<file path="src/rtl/mem_port_arbiter.sv">
// Arbiter/sequencer for a single-ported unified I/D memory shared by the IF and MEM stages.
// Data has priority. A fetch that has waited through STARVE_MAX data grants is forced through next.
module mem_port_arbiter #(
  parameter int ADDR_W     = 32,
  parameter int DATA_W     = 32,
  parameter int MEM_LAT    = 2,
  parameter int STARVE_MAX = 4
) (
  input  logic              clk,
  input  logic              rst,
  input  logic              if_req,
  input  logic [ADDR_W-1:0] if_addr,
  output logic [DATA_W-1:0] if_rdata,
  output logic              if_valid,
  output logic              if_stall,
  input  logic              dm_req,
  input  logic              dm_we,
  input  logic [ADDR_W-1:0] dm_addr,
  input  logic [DATA_W-1:0] dm_wdata,
  output logic [DATA_W-1:0] dm_rdata,
  output logic              dm_valid,
  output logic              dm_stall,
  output logic              mem_en,
  output logic              mem_we,
  output logic [ADDR_W-1:0] mem_addr,
  output logic [DATA_W-1:0] mem_wdata,
  input  logic [DATA_W-1:0] mem_rdata
);

  localparam int LAT_W = $clog2(MEM_LAT + 1);
  localparam int STV_W = $clog2(STARVE_MAX + 1) < 1 ? 1 : $clog2(STARVE_MAX + 1);

  typedef enum logic { ST_IDLE, ST_WAIT } state_e;
  typedef enum logic { OWN_IF, OWN_DM } owner_e;

  state_e            state_q,     state_d;
  owner_e            owner_q,     owner_d;
  logic              op_we_q,     op_we_d;
  logic [LAT_W-1:0]  lat_cnt_q,   lat_cnt_d;
  logic [STV_W-1:0]  starve_cnt_q, starve_cnt_d;
  logic              mem_en_q,    mem_en_d;
  logic              mem_we_q,    mem_we_d;
  logic [ADDR_W-1:0] mem_addr_q,  mem_addr_d;
  logic [DATA_W-1:0] mem_wdata_q, mem_wdata_d;
  logic              if_valid_q,  if_valid_d;
  logic              dm_valid_q,  dm_valid_d;
  logic [DATA_W-1:0] if_rdata_q,  if_rdata_d;
  logic [DATA_W-1:0] dm_rdata_q,  dm_rdata_d;

  logic if_elig;
  logic dm_elig;
  logic pick_if;

  // A requester is blind in its own completion cycle, so a held req is not re-served twice.
  assign if_elig = if_req & ~if_valid_q;
  assign dm_elig = dm_req & ~dm_valid_q;
  assign pick_if = if_elig & (~dm_elig | (starve_cnt_q == STV_W'(STARVE_MAX)));

  always_comb begin
    // NOTE: every _d gets a default first; a missed branch would otherwise infer a latch.
    state_d      = state_q;
    owner_d      = owner_q;
    op_we_d      = op_we_q;
    lat_cnt_d    = lat_cnt_q;
    starve_cnt_d = starve_cnt_q;
    mem_en_d     = 1'b0;
    mem_we_d     = 1'b0;
    mem_addr_d   = mem_addr_q;
    mem_wdata_d  = mem_wdata_q;
    if_valid_d   = 1'b0;
    dm_valid_d   = 1'b0;
    if_rdata_d   = if_rdata_q;
    dm_rdata_d   = dm_rdata_q;

    unique case (state_q)
      ST_IDLE: begin
        if (if_elig || dm_elig) begin
          mem_en_d  = 1'b1;
          lat_cnt_d = LAT_W'(MEM_LAT);
          state_d   = ST_WAIT;
          if (pick_if) begin
            owner_d      = OWN_IF;
            op_we_d      = 1'b0;
            mem_addr_d   = if_addr;
            starve_cnt_d = '0;
          end else begin
            owner_d     = OWN_DM;
            op_we_d     = dm_we;
            mem_we_d    = dm_we;
            mem_addr_d  = dm_addr;
            mem_wdata_d = dm_wdata;
            if (if_elig) starve_cnt_d = starve_cnt_q + STV_W'(1);
          end
        end
      end

      ST_WAIT: begin
        if (lat_cnt_q == '0) begin
          state_d = ST_IDLE;
          if (owner_q == OWN_IF) begin
            if_rdata_d = mem_rdata;
            if_valid_d = 1'b1;
          end else begin
            if (!op_we_q) dm_rdata_d = mem_rdata;
            dm_valid_d = 1'b1;
          end
        end else begin
          lat_cnt_d = lat_cnt_q - LAT_W'(1);
        end
      end

      default: state_d = ST_IDLE;
    endcase
  end

  // NOTE: sequential state uses non-blocking assignments only, so flop order never matters.
  always_ff @(posedge clk or posedge rst) begin
    if (rst) begin
      state_q      <= ST_IDLE;
      owner_q      <= OWN_IF;
      op_we_q      <= 1'b0;
      lat_cnt_q    <= '0;
      starve_cnt_q <= '0;
      mem_en_q     <= 1'b0;
      mem_we_q     <= 1'b0;
      mem_addr_q   <= '0;
      mem_wdata_q  <= '0;
      if_valid_q   <= 1'b0;
      dm_valid_q   <= 1'b0;
      if_rdata_q   <= '0;
      dm_rdata_q   <= '0;
    end else begin
      state_q      <= state_d;
      owner_q      <= owner_d;
      op_we_q      <= op_we_d;
      lat_cnt_q    <= lat_cnt_d;
      starve_cnt_q <= starve_cnt_d;
      mem_en_q     <= mem_en_d;
      mem_we_q     <= mem_we_d;
      mem_addr_q   <= mem_addr_d;
      mem_wdata_q  <= mem_wdata_d;
      if_valid_q   <= if_valid_d;
      dm_valid_q   <= dm_valid_d;
      if_rdata_q   <= if_rdata_d;
      dm_rdata_q   <= dm_rdata_d;
    end
  end

  assign mem_en    = mem_en_q;
  assign mem_we    = mem_we_q;
  assign mem_addr  = mem_addr_q;
  assign mem_wdata = mem_wdata_q;
  assign if_valid  = if_valid_q;
  assign dm_valid  = dm_valid_q;
  assign if_rdata  = if_rdata_q;
  assign dm_rdata  = dm_rdata_q;

  assign if_stall = if_req & ~if_valid_q;
  assign dm_stall = dm_req & ~dm_valid_q;

endmodule

</file>
<file path="config.mk">
export PLATFORM = sky130hd
export DESIGN_NAME = mem_port_arbiter
export DESIGN_NICKNAME = d
export VERILOG_FILES = /design/src/rtl/mem_port_arbiter.sv
export SDC_FILE = /design/constraint.sdc
export NUM_CORES = 1
export LEC_CHECK = 0
export CAP_MARGIN = 40
export CORE_UTILIZATION = 37
export CTS_CLUSTER_SIZE = 24
export DETAILED_ROUTE_END_ITERATION = 6
export MAX_ROUTING_LAYER = met4
export PLACE_DENSITY = 0.8
export SLEW_MARGIN = 10
export SYNTH_ARGS = -nofsm -noshare
export SYNTH_HDL_FRONTEND = slang
export SYNTH_SLANG_ARGS = --single-unit
</file>
<file path="constraint.sdc">
create_clock -name clk -period 4.1 [get_ports clk]
set_input_delay 0.615 -clock clk [delete_from_list [all_inputs] [get_ports clk]]
set_output_delay 0.615 -clock clk [all_outputs]
set_load 0.05 [all_outputs]
</file>
### Yosys cells after proc, flatten, opt, wreduce, memory -nomap -nowiden

Index checks and enable logic that the tools add are counted.

| word-level totals | value |
|---|---|
| register bits after elaboration | 140 |
| bits of input ports | 133 |
| output and inout bits | 134 |
| logic and storage cells | 58 |

| operators by class | value |
|---|---|
| $add $sub $neg | 2 |
| equality and inequality tests | 3 |
| muxes and demuxes | 20 |
| bitwise logic cells | 11 |
| reductions and logical operators | 9 |

Operator list:

| cell | count |
|---|---|
| 2-to-1 mux 32 bit | 1 |
| 2-to-1 mux 1 bit | 13 |
| AND reduction 3 bit | 3 |
| NOT 1 bit | 7 |
| 2-to-1 mux 3 bit | 2 |
| 2-to-1 mux 2 bit | 2 |
| != test 2 bit, second input constant | 2 |
| case mux 2 bit (2 select lines) | 1 |
| AND reduction 2 bit | 2 |
| AND reduction 4 bit | 1 |
| adder 3 x 1 -> 3 bit, second input constant | 1 |
| AND 1 bit | 3 |
| == test 3 bit, second input constant | 1 |
| zero test 2 bit | 1 |
| case mux 1 bit (2 select lines) | 1 |
| nonzero test 2 bit | 1 |
| subtractor 2 x 1 -> 2 bit, second input constant | 1 |
| logical OR 1 bit | 1 |
| bitwise OR 1 bit | 1 |

### Longest topological paths before layout

| depth | value |
|---|---|
| word-level depth | 8 |
| depth in mapped cells | 8 |

### Least setup slack after synthesis

Ideal clock, no wire load.

| timing | value |
|---|---|
| path kind | register to register |
| from | register if_valid_q, in the netlist if_valid |
| to | register mem_wdata_q[10], in the netlist mem_wdata[10] |
| arrival time | 1.855 ns |
| required time | 3.975 ns |
| setup slack | 2.120 ns |
| stages on the path, launching flop included | 8 |
| buffers on the path | 2 |
| clock period less this slack | 1.980 ns |
| cell sequence | dfrtp_1 nand2b_4 inv_2 o21a_1 buf_6 nor2_8 buf_12 mux2_4 |

| between the ends | value |
|---|---|
| longest elaborated chain between the ends | 5 |
| elaborated cells on any way between the ends | 6 |
| classes of those cells | bitwise (4); reduce/logical (2) |

Ends and longest elaborated chain:

| item | RTL line | text |
|---|---|---|
| from (decl) | 45 | `logic if_valid_q, if_valid_d;` |
| from (signal assigned) | 142 | `if_valid_q <= if_valid_d;` |
| NOT 1 bit (*) | - |  |
| AND 1 bit (*) | - |  |
| net if_stall | 15 | `output logic if_stall,` |
| AND 1 bit | 57 | `assign pick_if = if_elig & (~dm_elig \| (starve_cnt_q == STV_W'(STARVE_MAX)));` |
| NOT 1 bit (no source line) | - |  |
| AND reduction 3 bit (no source line) (*) | - |  |
| to (signal assigned) | 141 | `mem_wdata_q <= mem_wdata_d;` |
| to (decl) | 44 | `logic [DATA_W-1:0] mem_wdata_q, mem_wdata_d;` |

Mark *: on every way through the listed nets, which the timed path passes. The rest lies on a longest branch.
A chain may end at the register's enable or synchronous reset.

### Final worst setup path

| timing | value |
|---|---|
| from | input if_req |
| to | output if_stall |

| between the ends | value |
|---|---|
| longest elaborated chain between the ends | 1 |

Ends and longest elaborated chain:

| item | RTL line | text |
|---|---|---|
| from (decl) | 11 | `input logic if_req,` |
| AND 1 bit | 158 | `assign if_stall = if_req & ~if_valid_q;` |
| to (decl) | 15 |  |

Every way passes these cells.

==> run_results.csv <==
group,metric,value,unit
clock_tree,path_clk_slew,0.06,ns
job,cap_violations,0,
clock_tree,postCtsSetupBuffers,0,
floorplanning,die-area,0.01598,mm²
place,place_congestion,0.7410,
power,p_leak,0.004092,µW
timing,max_freq,372.1,MHz
timing,fin_tns_setup,0,ns
floorplanning,die_x,126.4,µm
setup_path,r2r_setup_slack,1.94,ns
place,dp_hpwl,10740,µm
detailed_routing,antenna_left,0,
setup_path,worst_r2r_path_depth,6,
grt,grt_max_degree,73,
timing,hold_violations,0,
timing,finalCriticalPeriod,2.688,ns
timing,setup_viol,0,
timing,clock-skew-final,0.01218,ns
power,seqPwrFrac,26.2,%
final_layout,diodes,0,
final_layout,layout.nets,898,
power,pwr-share-comb,56.6,%
setup_path,path_delay_family,"buffers and inverters",
setup_path,crit_slowest_cell,"clkdlybuf4s50_1",
place,portBuffers,266,
clock_tree,clockBufferDepth,2,
logic_synthesis,yosysSeqAreaShare,61.19,%
logic_synthesis,synth_warnings,0,
place,post-place-ws,1.411,ns
final_layout,drive_above_1_share,10.45,%
power,p_total,9441,µW
timing,period_share,65.55,%
grt,overflow,0,
clock_tree,h-tree-depth,4,
logic_synthesis,synth_area,0.005725,mm²
detailed_routing,drcViolationCount,0,
setup_path,cp-end-kind,"output pin",
clock_tree,cts_sinks,140,
logic_synthesis,syn_avg_cell_area,11.54,µm²
final_layout,final_common_cell,"clkdlybuf4s50_1",
grt,antenna_found_initial,0,
setup_path,path_cells,"clkdlybuf4s50_1 > nand2b_4 > inv_2 > clkdlybuf4s50_1",
clock_tree,cts_tree,"built",
grt,gr-usage-all-layers,20.66,%
power,p_per_area,1032,mW/mm²
floorplanning,ioPinCount,267,
setup_path,startpoint,"if_req",
timing,final_max_slew_viol_count,0,
final_layout,area_growth,59.83,%
setup_path,cpPeakStageDelay,0.79,ns
detailed_routing,wl,15380,µm
final_layout,fillers,1215,
clock_tree,insertion_delay,0.41,ns
floorplanning,initial_core_util,37.80,%
setup_path,cp-endpoint,"if_stall",
setup_path,crit_type,"input pin to output pin",
power,p_sw,4419,µW
timing,tightest_slew,0.7684,ns
floorplanning,core_area,0.01515,mm²
timing,worst_slack,1.412,ns
setup_path,crit_path_start_kind,"input pin",
detailed_routing,vias,4587,
logic_synthesis,yosys.cell_types.count,29,
power,p_sw_share,46.81,%
floorplanning,dieHeight,126.4,µm
logic_synthesis,synth_cells,496,
clock_tree,hold_buffers,0,
worst_hold_path,hold_class,"flip-flop to flip-flop",
power,internal-power,5022,µW
setup_path,cp_max_fo,4,
run_status,outcome,"finished clean",
logic_synthesis,synth-seq-cells,140,
timing,relSlewSlack,48.77,%
grt,first_global_vias,4840,
worst_hold_path,hold_depth,2,
logic_synthesis,yosys.area.top_type,"dfrtp_1",
setup_path,reg2reg_to,"mem_wdata[29]",
setup_path,r2r-start,"starve_cnt_q[0]",
logic_synthesis,yosys-top-cells-area,"dfrtp_1 (61%), nand2_1 (8.5%), mux2_4 (7.6%)",
power,ir_worst_vdd,0.0007156,V
setup_path,path_common_cell,"clkdlybuf4s50_1",
power,power_frac_clock,17.2,%
grt,grt_pass1_wl,24810,µm
detailed_routing,dr.pass1.iters,4,
setup_path,worst_ep_arrival_time,2.07,ns
clock_tree,numCtsBuffers,17,
timing,rsz0062_at_grt,"no",
setup_path,cp.buffers_inverters,3,
setup_path,path_depth,4,
clock_tree,cts-root-buf,"clkbuf_16",
detailed_routing,drt_iter0_drc,159,
clock_tree,cts_resized,0,
detailed_routing,wl_per_cell,15.97,µm
detailed_routing,via_per_inst,4.763,
final_layout,final_cell_mix,"clkdlybuf4s50_1 (266), dfrtp_1 (140), nand2_1 (129), a21oi_1 (64), nor2_1 (34)",
logic_synthesis,synth.top_cell.area_share,61.19,%
logic_synthesis,synth_fp_nets,632,
floorplanning,rows,45,
setup_path,critPathRequiredTime,3.48,ns
through the flow:
step,cells,hold WS (ns),area (µm²),util [%]
5_1_grt,963,0.4853,9151,60.42
3_3_place_gp,930,0.4552,8498,56.11
2_1_floorplan,496,0.4404,5729,-
3_5_place_dp,931,0.4616,8526,56.29
4_1_cts,963,0.4742,9151,60.42
6_report,963,0.4702,9151,60.42
worst min-delay path by stage:
stage                           start          end  slack [ns]
after global placement        op_we_q      op_we_q        0.46
after floorplan               op_we_q      op_we_q        0.44
after global routing          op_we_q      op_we_q        0.49
final                     if_rdata[4]  if_rdata[4]        0.47
after CTS                     op_we_q      op_we_q        0.47
after detailed placement  if_rdata[8]  if_rdata[8]        0.46
worst reg2reg max path, delay by kind of cell (launching register included):
| family | cells | cell delay, ns |
|---|---|---|
| mux | 1 | 0.44 |
| compound gates | 1 | 0.24 |
| simple gates | 2 | 0.77 |
| buf+inv | 1 | 0.07 |
| fa+ha+maj | 1 | 0.20 |
| flops | 1 | 0.34 |
cells by family (layout without fill, tap and decap cells):
kind of cell / after synthesis / count (layout) / synth area share (%)
flops: 140 / 140 / 61.19
simple gates: 177 / 177 / 12.67
mux: 64 / 64 / 14.49
buf+inv: 36 / 315 / 4.130
fa+ha+maj: 3 / 3 / 0.6557
compound gates: 76 / 76 / 6.862
area by class of cell:
cell class                 instances  area [µm²]  area share [%]
clock buffer                      21       460.4           5.031
inverter                           9       40.04          0.4375
timing repair buffer             274        2755           30.11
clock inverter                    11       165.2           1.805
sequential                       140        3503           38.28
tap                              188       235.2           2.570
multi-input combinational        320        1992           21.77
cells in the mapped netlist:
| cell | count |
|---|---|
| o21ai_1 | 1 |
| mux2_2 | 5 |
| mux2_1 | 30 |
| o21a_1 | 1 |
| buf_6 | 4 |
| nand3_1 | 4 |
| inv_4 | 1 |
| and2_4 | 1 |
| clkbuf_1 | 8 |
| a21o_1 | 3 |
| buf_4 | 2 |
| a21oi_1 | 64 |
| o31ai_1 | 1 |
| nor2_1 | 34 |
| nor3_1 | 1 |
| buf_12 | 3 |
| nand2_1 | 129 |
| o21ai_0 | 6 |
| and3_1 | 2 |
| nor2_8 | 1 |
| buf_2 | 10 |
| dfrtp_1 | 140 |
| inv_1 | 7 |
| nand2b_1 | 2 |
| mux2_4 | 29 |
| nand3b_1 | 1 |
| nand2b_4 | 2 |
| inv_2 | 1 |
| ha_1 | 3 |
sequential cells by signal, summed over array words and instances, names as in the netlist, 2 cells and up:
name and count:
starve_cnt_q 3, dm_rdata 32, mem_addr 32, lat_cnt_q 2, if_rdata 32, mem_wdata 32
power by group through the flow:
stage | clock, µW | combinational (µW) | sequential, µW
final | 1630 | 5340 | 2480
after global routing | 1720 | 5610 | 2560
after CTS | 1660 | 5380 | 2480
after detailed placement | 0 | 5370 | 2480
after global placement | 0 | 5280 | 2450
after floorplan | 0 | 1340 | 4730
routing by layer:
| metal | up-vias | routed length (µm) | share of wire [%] | GRT usage (%) |
|---|---|---|---|---|
| li1 | 2170 | - | - | - |
| met1 | 2191 | 6510 | 42 | 24.81 |
| met2 | 204 | 7404 | 48 | 33.28 |
| met3 | 22 | 1138 | 7.4 | 6.326 |
| met4 | 0 | 322 | 2.1 | 6.662 |
| met5 | - | 0 | 0 | - |
Note: power is estimated with default switching activity, not from simulation.
